### config.mk
export PLATFORM = sky130hd
export DESIGN_NAME = decoder_3x8_seq
export DESIGN_NICKNAME = d
export VERILOG_FILES = /design/src/rtl/decoder_3x8_seq.sv
export SDC_FILE = /design/constraint.sdc
export NUM_CORES = 1
export LEC_CHECK = 0
export BUFFER_PORTS_ARGS = -buffer_cell sky130_fd_sc_hd__buf_4
export CORE_ASPECT_RATIO = 1.25
export CORE_MARGIN = 1.5
export CORE_UTILIZATION = 56
export DETAILED_ROUTE_END_ITERATION = 7
export PLACE_DENSITY = 0.77
export SETUP_SLACK_MARGIN = 0.02
export SYNTH_ARGS = -nofsm -noshare
export SYNTH_HDL_FRONTEND = slang
export SYNTH_SLANG_ARGS = --single-unit
### constraint.sdc
create_clock -name clk -period 2.69 [get_ports clk]
set_clock_uncertainty 0.05 [all_clocks]
set_input_delay 0.807 -clock clk [delete_from_list [all_inputs] [get_ports clk]]
set_output_delay 0.807 -clock clk [all_outputs]
set_load 0.005 [all_outputs]
### src/rtl/decoder_3x8_seq.sv
// Sequenced 3-to-8 decoder: queues 3-bit codes from a valid/ready input and
// replays each as a one-hot word held for HOLD_CYCLES cycles, back-to-back.
module decoder_3x8_seq #(
    parameter int HOLD_CYCLES = 4,
    parameter int DEPTH       = 4
) (
    input  logic       clk,
    input  logic       rst_n,
    input  logic       din_valid,
    input  logic [2:0] din,
    output logic       din_ready,
    output logic [7:0] dout,
    output logic       dout_valid,
    output logic       busy
);
    localparam int PW   = $clog2(DEPTH);
    localparam int CNTW = $clog2(DEPTH + 1);
    localparam int HW   = $clog2(HOLD_CYCLES + 1);
    localparam logic [HW-1:0]   HOLD_RELOAD = HW'(HOLD_CYCLES - 1);
    localparam logic [CNTW-1:0] FIFO_FULL   = CNTW'(DEPTH);

    typedef enum logic {S_IDLE, S_HOLD} state_t;

    state_t          r_state;
    state_t          w_state_next;
    logic [2:0]      r_mem [DEPTH];
    logic [PW-1:0]   r_wr_ptr;
    logic [PW-1:0]   r_rd_ptr;
    logic [CNTW-1:0] r_count;
    logic [HW-1:0]   r_hold_cnt;
    logic [HW-1:0]   w_hold_cnt_next;
    logic [7:0]      r_dout;
    logic [7:0]      w_dout_next;
    logic            r_dout_valid;
    logic            w_dout_valid_next;
    logic            w_push;
    logic            w_pop;
    logic            w_fifo_empty;
    logic [2:0]      w_head;
    logic [7:0]      w_decoded;

    assign w_fifo_empty = (r_count == '0);
    assign din_ready    = rst_n & (r_count != FIFO_FULL);
    assign w_push       = din_valid & din_ready;
    assign w_head       = r_mem[r_rd_ptr];

    genvar gi;
    generate
        for (gi = 0; gi < 8; gi++) begin : g_decode
            assign w_decoded[gi] = (w_head == 3'(gi));
        end
    endgenerate

    // Storage needs no reset: entries are only read once counted as valid.
    always_ff @(posedge clk) begin
        if (w_push) begin
            r_mem[r_wr_ptr] <= din;
        end
    end

    always_ff @(posedge clk) begin
        if (!rst_n) begin
            r_wr_ptr <= '0;
            r_rd_ptr <= '0;
            r_count  <= '0;
        end else begin
            if (w_push) begin
                r_wr_ptr <= r_wr_ptr + PW'(1);
            end
            if (w_pop) begin
                r_rd_ptr <= r_rd_ptr + PW'(1);
            end
            case ({w_push, w_pop})
                2'b10:   r_count <= r_count + CNTW'(1);
                2'b01:   r_count <= r_count - CNTW'(1);
                default: r_count <= r_count;
            endcase
        end
    end

    always_ff @(posedge clk) begin
        if (!rst_n) begin
            r_state      <= S_IDLE;
            r_hold_cnt   <= '0;
            r_dout       <= 8'h00;
            r_dout_valid <= 1'b0;
        end else begin
            r_state      <= w_state_next;
            r_hold_cnt   <= w_hold_cnt_next;
            r_dout       <= w_dout_next;
            r_dout_valid <= w_dout_valid_next;
        end
    end

    always_comb begin
        w_state_next      = r_state;
        w_hold_cnt_next   = r_hold_cnt;
        w_dout_next       = r_dout;
        w_dout_valid_next = r_dout_valid;
        w_pop             = 1'b0;
        case (r_state)
            S_IDLE: begin
                if (!w_fifo_empty) begin
                    w_pop             = 1'b1;
                    w_dout_next       = w_decoded;
                    w_dout_valid_next = 1'b1;
                    w_hold_cnt_next   = HOLD_RELOAD;
                    w_state_next      = S_HOLD;
                end else begin
                    w_dout_next       = 8'h00;
                    w_dout_valid_next = 1'b0;
                end
            end
            S_HOLD: begin
                if (r_hold_cnt != '0) begin
                    w_hold_cnt_next = r_hold_cnt - HW'(1);
                end else if (!w_fifo_empty) begin
                    // Chain straight into the next word so bursts leave no gap.
                    w_pop             = 1'b1;
                    w_dout_next       = w_decoded;
                    w_dout_valid_next = 1'b1;
                    w_hold_cnt_next   = HOLD_RELOAD;
                end else begin
                    w_dout_next       = 8'h00;
                    w_dout_valid_next = 1'b0;
                    w_state_next      = S_IDLE;
                end
            end
            default: w_state_next = S_IDLE;
        endcase
    end

    assign dout       = r_dout;
    assign dout_valid = r_dout_valid;
    assign busy       = !w_fifo_empty | (r_state == S_HOLD);

endmodule

* Word-level counts from Yosys, hierarchy flattened *
Memories as Yosys holds them, arrays and structs flattened. A register that Yosys moved wholly into a read port is not among the register bits.
Cells that the tools add are included.

word-level totals
  register bits = 20
  memory bits (writable) = 12
  input port bits = 6
  output and inout port bits = 11
  word-level logic and storage cells = 51
  memories = 1

memories
  memory  depth  bits a word  read ports  clocked after Yosys merged registers in  write ports  line  source
  r_mem   4      3            1           1                                        1            26    logic [2:0] r_mem [DEPTH];

operators by class
  $add $sub $neg = 5
  equality and inequality tests = 11
  muxes and demuxes = 18
  bitwise logic cells = 4
  reduce and logical (&&, ||, !) cells = 5

operator list
  kind                                                                   number
  8-bit 2-to-1 mux                                                       2
  8-bit case mux with 2 select lines                                     1
  3-bit equality test, second input constant                             4
  3-bit case mux with 2 select lines                                     2
  3-bit by 2-bit equality test with 1-bit output, second input constant  2
  3-bit logical NOT                                                      2
  1-bit 2-to-1 mux                                                       6
  3-bit 2-to-1 mux                                                       2
  1-bit case mux with 2 select lines                                     3
  3-bit by 1-bit subtractor with 3-bit output, second input constant     2
  2-bit by 1-bit adder with 2-bit output, second input constant          2
  2-bit 2-to-1 mux                                                       2
  3-bit by 1-bit adder with 3-bit output, second input constant          1
  3-bit by 1-bit equality test with 1-bit output, second input constant  1
  3-bit != test, second input constant                                   1
  3-bit nonzero test                                                     1
  1-bit bitwise AND                                                      2
  2-bit by 1-bit equality test with 1-bit output, second input constant  1
  2-bit equality test, second input constant                             1
  2-bit != test, second input constant                                   1
  2-bit nonzero test                                                     1
  1-bit logical NOT                                                      1
  1-bit inverter                                                         1
  1-bit OR                                                               1

* Logic depth before layout (Yosys ltp) *
  depth after elaboration = 6
  depth in mapped cells = 10
  mapped depth without buffers = 10

* Worst setup path after synthesis *
No wires, ideal clock.

  path type = input-to-reg
  from = input port rst_n
  to = register r_count[2]
  library setup time = 0.076 ns
  arrival = 2.201 ns
  data required time = 2.564 ns
  setup slack = 0.363 ns
  stages = 8
  buffers on the path = 0
  cells stage by stage = o311a_1 > inv_1 > ha_1 > inv_1 > fa_1 > xor2_1 > or3_1 > a21boi_0

between the ends
  longest elaborated chain between the ends = 4
  elaborated cells between the ends (all ways) = 6
  classes of those cells = 2 x eq/ne; 1 x mux; 2 x bitwise; 1 x reduce/logical

RTL lines
  element                                                                                       line  source
  start: declaration                                                                            8     input logic rst_n,
  1-bit bitwise AND                                                                             43    assign din_ready = rst_n & (r_count != FIFO_FULL);
  1-bit bitwise AND                                                                             44    assign w_push = din_valid & din_ready;
  2-bit by 1-bit equality test with 1-bit output / 2-bit equality test (equally long branches)  73    case ({w_push, w_pop})
  3-bit case mux with 2 select lines / 2-bit nonzero test (equally long branches)               -
  end signal: assignment                                                                        74    2'b10: r_count <= r_count + CNTW'(1);
  end signal: assignment                                                                        75    2'b01: r_count <= r_count - CNTW'(1);
  end signal: assignment                                                                        76    default: r_count <= r_count;
  end: declaration                                                                              29    logic [CNTW-1:0] r_count;

Parallel ways exist; a longest one is shown, timed or not.
A chain may end at the register's enable or synchronous reset.

* Final worst setup path *
  from = register r_hold_cnt[0]
  to = register r_count[2]

between the ends
  longest elaborated chain between the ends = 5
  elaborated cells between the ends (all ways) = 7
  classes of those cells = 2 x eq/ne; 3 x mux; 2 x reduce/logical

RTL lines
  element                                                                                       line  source
  start: declaration                                                                            30    logic [HW-1:0] r_hold_cnt;
  start signal: assignment                                                                      89    r_hold_cnt <= w_hold_cnt_next;
  3-bit nonzero test (*)                                                                        115   if (r_hold_cnt != '0) begin
  1-bit 2-to-1 mux (*)                                                                          115
  1-bit case mux with 2 select lines (*)                                                        101   case (r_state)
  2-bit by 1-bit equality test with 1-bit output / 2-bit equality test (equally long branches)  73
  3-bit case mux with 2 select lines / 2-bit nonzero test (equally long branches)               -

Mark *: on every way between the ends. The rest lies on a longest branch, timed or not.

==> run_results.csv <==
group,metric,value,unit
sta,rsz0062_at_grt,"no",
detailed_routing,routed_via_density,5.137,
place,dpl_cell_area,0.001618,mm²
power_and_ir_drop,p_sw_share,35.47,%
critical_path,rr_startpoint,"r_hold_cnt[0]",
power_and_ir_drop,p_seq_share,44.9,%
clock_tree,ctsHtreeMaxLevel,2,
floorplanning,fp.dieArea,0.002903,mm²
clock_tree,clock_latency,0.34,ns
power_and_ir_drop,ir_drop,673.4,µV
floorplanning,row_count,20,
logic_synthesis,yosysSeqAreaShare,55.27,%
detailed_routing,drtAntennaViolNets,0,
clock_tree,cts_buffer_depth,2,
place,io_buffers,16,
floorplanning,die_w,48.50,µm
sta,setup_ws,0.2714,ns
sta,finalMaxSlewViolations,0,
floorplanning,initial_utilization,59.08,%
clock_tree,cts_resized,0,
sta,hold_viol,0,
global_routing,grt-ovfl-total,0,
floorplanning,coreArea,0.002452,mm²
sta,post-route-min-period,2.419,ns
place,place_inst,167,
logic_synthesis,synthesis.area,0.001449,mm²
sta,whs,0.4138,ns
sta,fmax,413.5,MHz
critical_path,cpMaxStageDelayCell,"fa_1",
power_and_ir_drop,p_int,1.037,mW
global_routing,grtUsageTotal,18.28,%
logic_synthesis,synth.avg_cell_area,12.28,µm²
logic_synthesis,synth_nets,132,
floorplanning,dieHeight,59.87,µm
place,dp_hpwl,1.744,mm
detailed_routing,wl_per_cell,13.06,µm
power_and_ir_drop,pwr-share-comb,38.0,%
critical_path,path_depth,10,
critical_path,crit_path_max_incr_delay,0.37,ns
global_routing,grt_max_degree,17,
critical_path,critPathCaptureType,"register",
job,maxCapViolations,0,
detailed_routing,dr.pass1.iters,4,
logic_synthesis,synthFlopType,"dfxtp_1",
cells_and_area,nets,155,
critical_path,worstPathArrival,2.63,ns
sta,slew_headroom,81.61,%
critical_path,reg2reg_depth,10,
critical_path,critPathLaunchType,"register",
power_and_ir_drop,power.leakage,0.6807,nW
sta,setup_tns,0,ns
detailed_routing,vias,899,
logic_synthesis,postSynth.asyncResetShare,0,%
global_routing,grt_pass1_wl,3.870,mm
critical_path,path_max_fanout,6,
logic_synthesis,yosysWarnings,0,
power_and_ir_drop,switchingPower,0.5701,mW
logic_synthesis,synth_cell_types,34,
critical_path,crit_start,"r_hold_cnt[0]",
critical_path,required,2.90,ns
clock_tree,tritoncts,"built",
detailed_routing,drc,0,
sta,tightest_slew,0.2758,ns
clock_tree,clock-sinks,34,
critical_path,cp_top_family,"adder cells",
critical_path,cp_num_buf_inv,2,
critical_path,critPathKind,"register to register",
cells_and_area,final_cells,175,
cells_and_area,final_area,0.001677,mm²
clock_tree,post-cts-setup-buffer-count,0,
detailed_routing,routed_wl,2.286,mm
cells_and_area,syn_to_final_growth,15.72,%
place,gp_congestion,0.7149,
power_and_ir_drop,total_power,1.607,mW
clock_tree,cts-root-buf,"clkbuf_4",
cells_and_area,drive_gt1_share,21.83,%
sta,min_period_over_period,89.91,%
sta,setup_violations,0,
min_path,min_path_type,"register to register",
global_routing,antenna_found_initial,0,
min_path,holdCritStartpoint,"dout[7]",
place,dp_slack,0.1931,ns
logic_synthesis,ys_ff_latch,34,
clock_tree,numCtsBuffers,5,
floorplanning,io_pins,17,
power_and_ir_drop,p_clk_share,17.1,%
cells_and_area,num_antenna_cells,0,
clock_tree,cts_hold_buf,0,
min_path,whs_path_depth,2,
global_routing,grt_pass1_vias,905,
clock_tree,clk_pin_slew_worst_paths,0.10,ns
logic_synthesis,synth_edf_count,12,
run_status,status,"complete, no violations",
power_and_ir_drop,p_per_area,958.6,mW/mm²
cells_and_area,post-route-util,68.37,%
logic_synthesis,syn_inst,118,
critical_path,cp_cell_sequence,"inv_1 -> ha_1 -> nand2b_1 -> a21oi_4 -> ha_1 -> inv_1 -> fa_1 -> xor2_1 -> or3_1 -> a21boi_0",
detailed_routing,drtIter0Drc,16,
cells by family after synthesis:
kind of cell | synth area share, %
AOI/OAI and AO/OA | 13.13
and+or+nand+nor | 12.95
xor gates and xnor gates | 2.418
DFF | 55.27
muxes | 5.181
adders and majority gates | 7.426
buffers and inverters | 3.626
final cells by class:
class / instances / area (µm²)
multi-input cells: 70 / 595.6
well taps: 33 / 41.29
repair buffers: 18 / 135.1
flip-flops and latches: 34 / 800.8
fillers: 208 / 775.7
inverters: 12 / 45.04
clock buffers: 5 / 37.54
clock inverters: 3 / 21.27
worst paths after layout:
path                end  slack, ns
max reg2reg  r_count[2]       0.27
min             dout[7]       0.41
max          r_count[2]       0.27
min reg2reg     dout[7]       0.41
flip-flops by register name (all words and copies together) (netlist names), named ones only:
name	count
dout	8
dout_valid	1
r_count	3
r_hold_cnt	3
r_mem	12
r_rd_ptr	2
r_state	1
r_wr_ptr	2
worst reg2reg max path, delay by kind of cell, from the launching register on:
kind | cells | cell delay (ns)
adder cells (fa/ha/maj) | 3 | 0.77
XOR/XNOR | 1 | 0.16
flip-flops | 1 | 0.34
AO/OA/AOI/OAI | 2 | 0.44
AND/OR/NAND/NOR | 2 | 0.44
buffers and inverters | 2 | 0.14
cells in the final DEF, fill, tap and decap left out, drive strengths merged, types with 2 or more instances in the layout:
master  netlist  final
buf           1     18
o21a          2      2
a21boi        3      3
and3b         2      2
xor2          2      2
mux4          3      3
a32o          3      3
nand2b        2      2
o21ai         4      4
clkbuf        1      5
ha            7      7
clkinv        0      2
o31ai         4      4
edfxtp       12     12
xnor2         2      2
and2         10     10
dfxtp        22     22
inv          12     12
nand2        11     11
o211a         2      2
power by group through the flow:
stage | Combinational, mW | Clock [mW] | Sequential (mW)
floorplan | 0.454 | 0 | 0.716
global placement | 0.580 | 0 | 0.728
detailed placement | 0.613 | 0 | 0.736
CTS | 0.614 | 0.287 | 0.724
global route | 0.691 | 0.305 | 0.737
finish | 0.611 | 0.275 | 0.722
layer usage:
metal | wire length (µm) | up-vias | global-route usage (%) | part of all wire [%]
met3 | 81 | 3 | 5.250 | 3.5
met5 | 0 | - | 0 | 0
met2 | 1216 | 15 | 34.13 | 53
met4 | 26 | 0 | 8.571 | 1.1
met1 | 961 | 420 | 19.24 | 42
li1 | - | 461 | - | -
synth_stat cells (2+ instances only):
master,number,area share [%]
edfxtp_1,12,25
xnor2_1,2,1.2
a21boi_0,3,1.6
o31ai_1,4,2.1
and2_1,10,4.3
nand2b_1,2,0.86
mux4_1,2,3.6
nand2_1,11,2.8
ha_1,7,6.0
o21ai_0,4,1.4
xor2_1,2,1.2
o21a_1,2,1.0
o211a_1,2,1.4
a32o_1,3,2.1
inv_1,12,3.1
dfxtp_1,22,30
(Power assumes the default switching activity.)
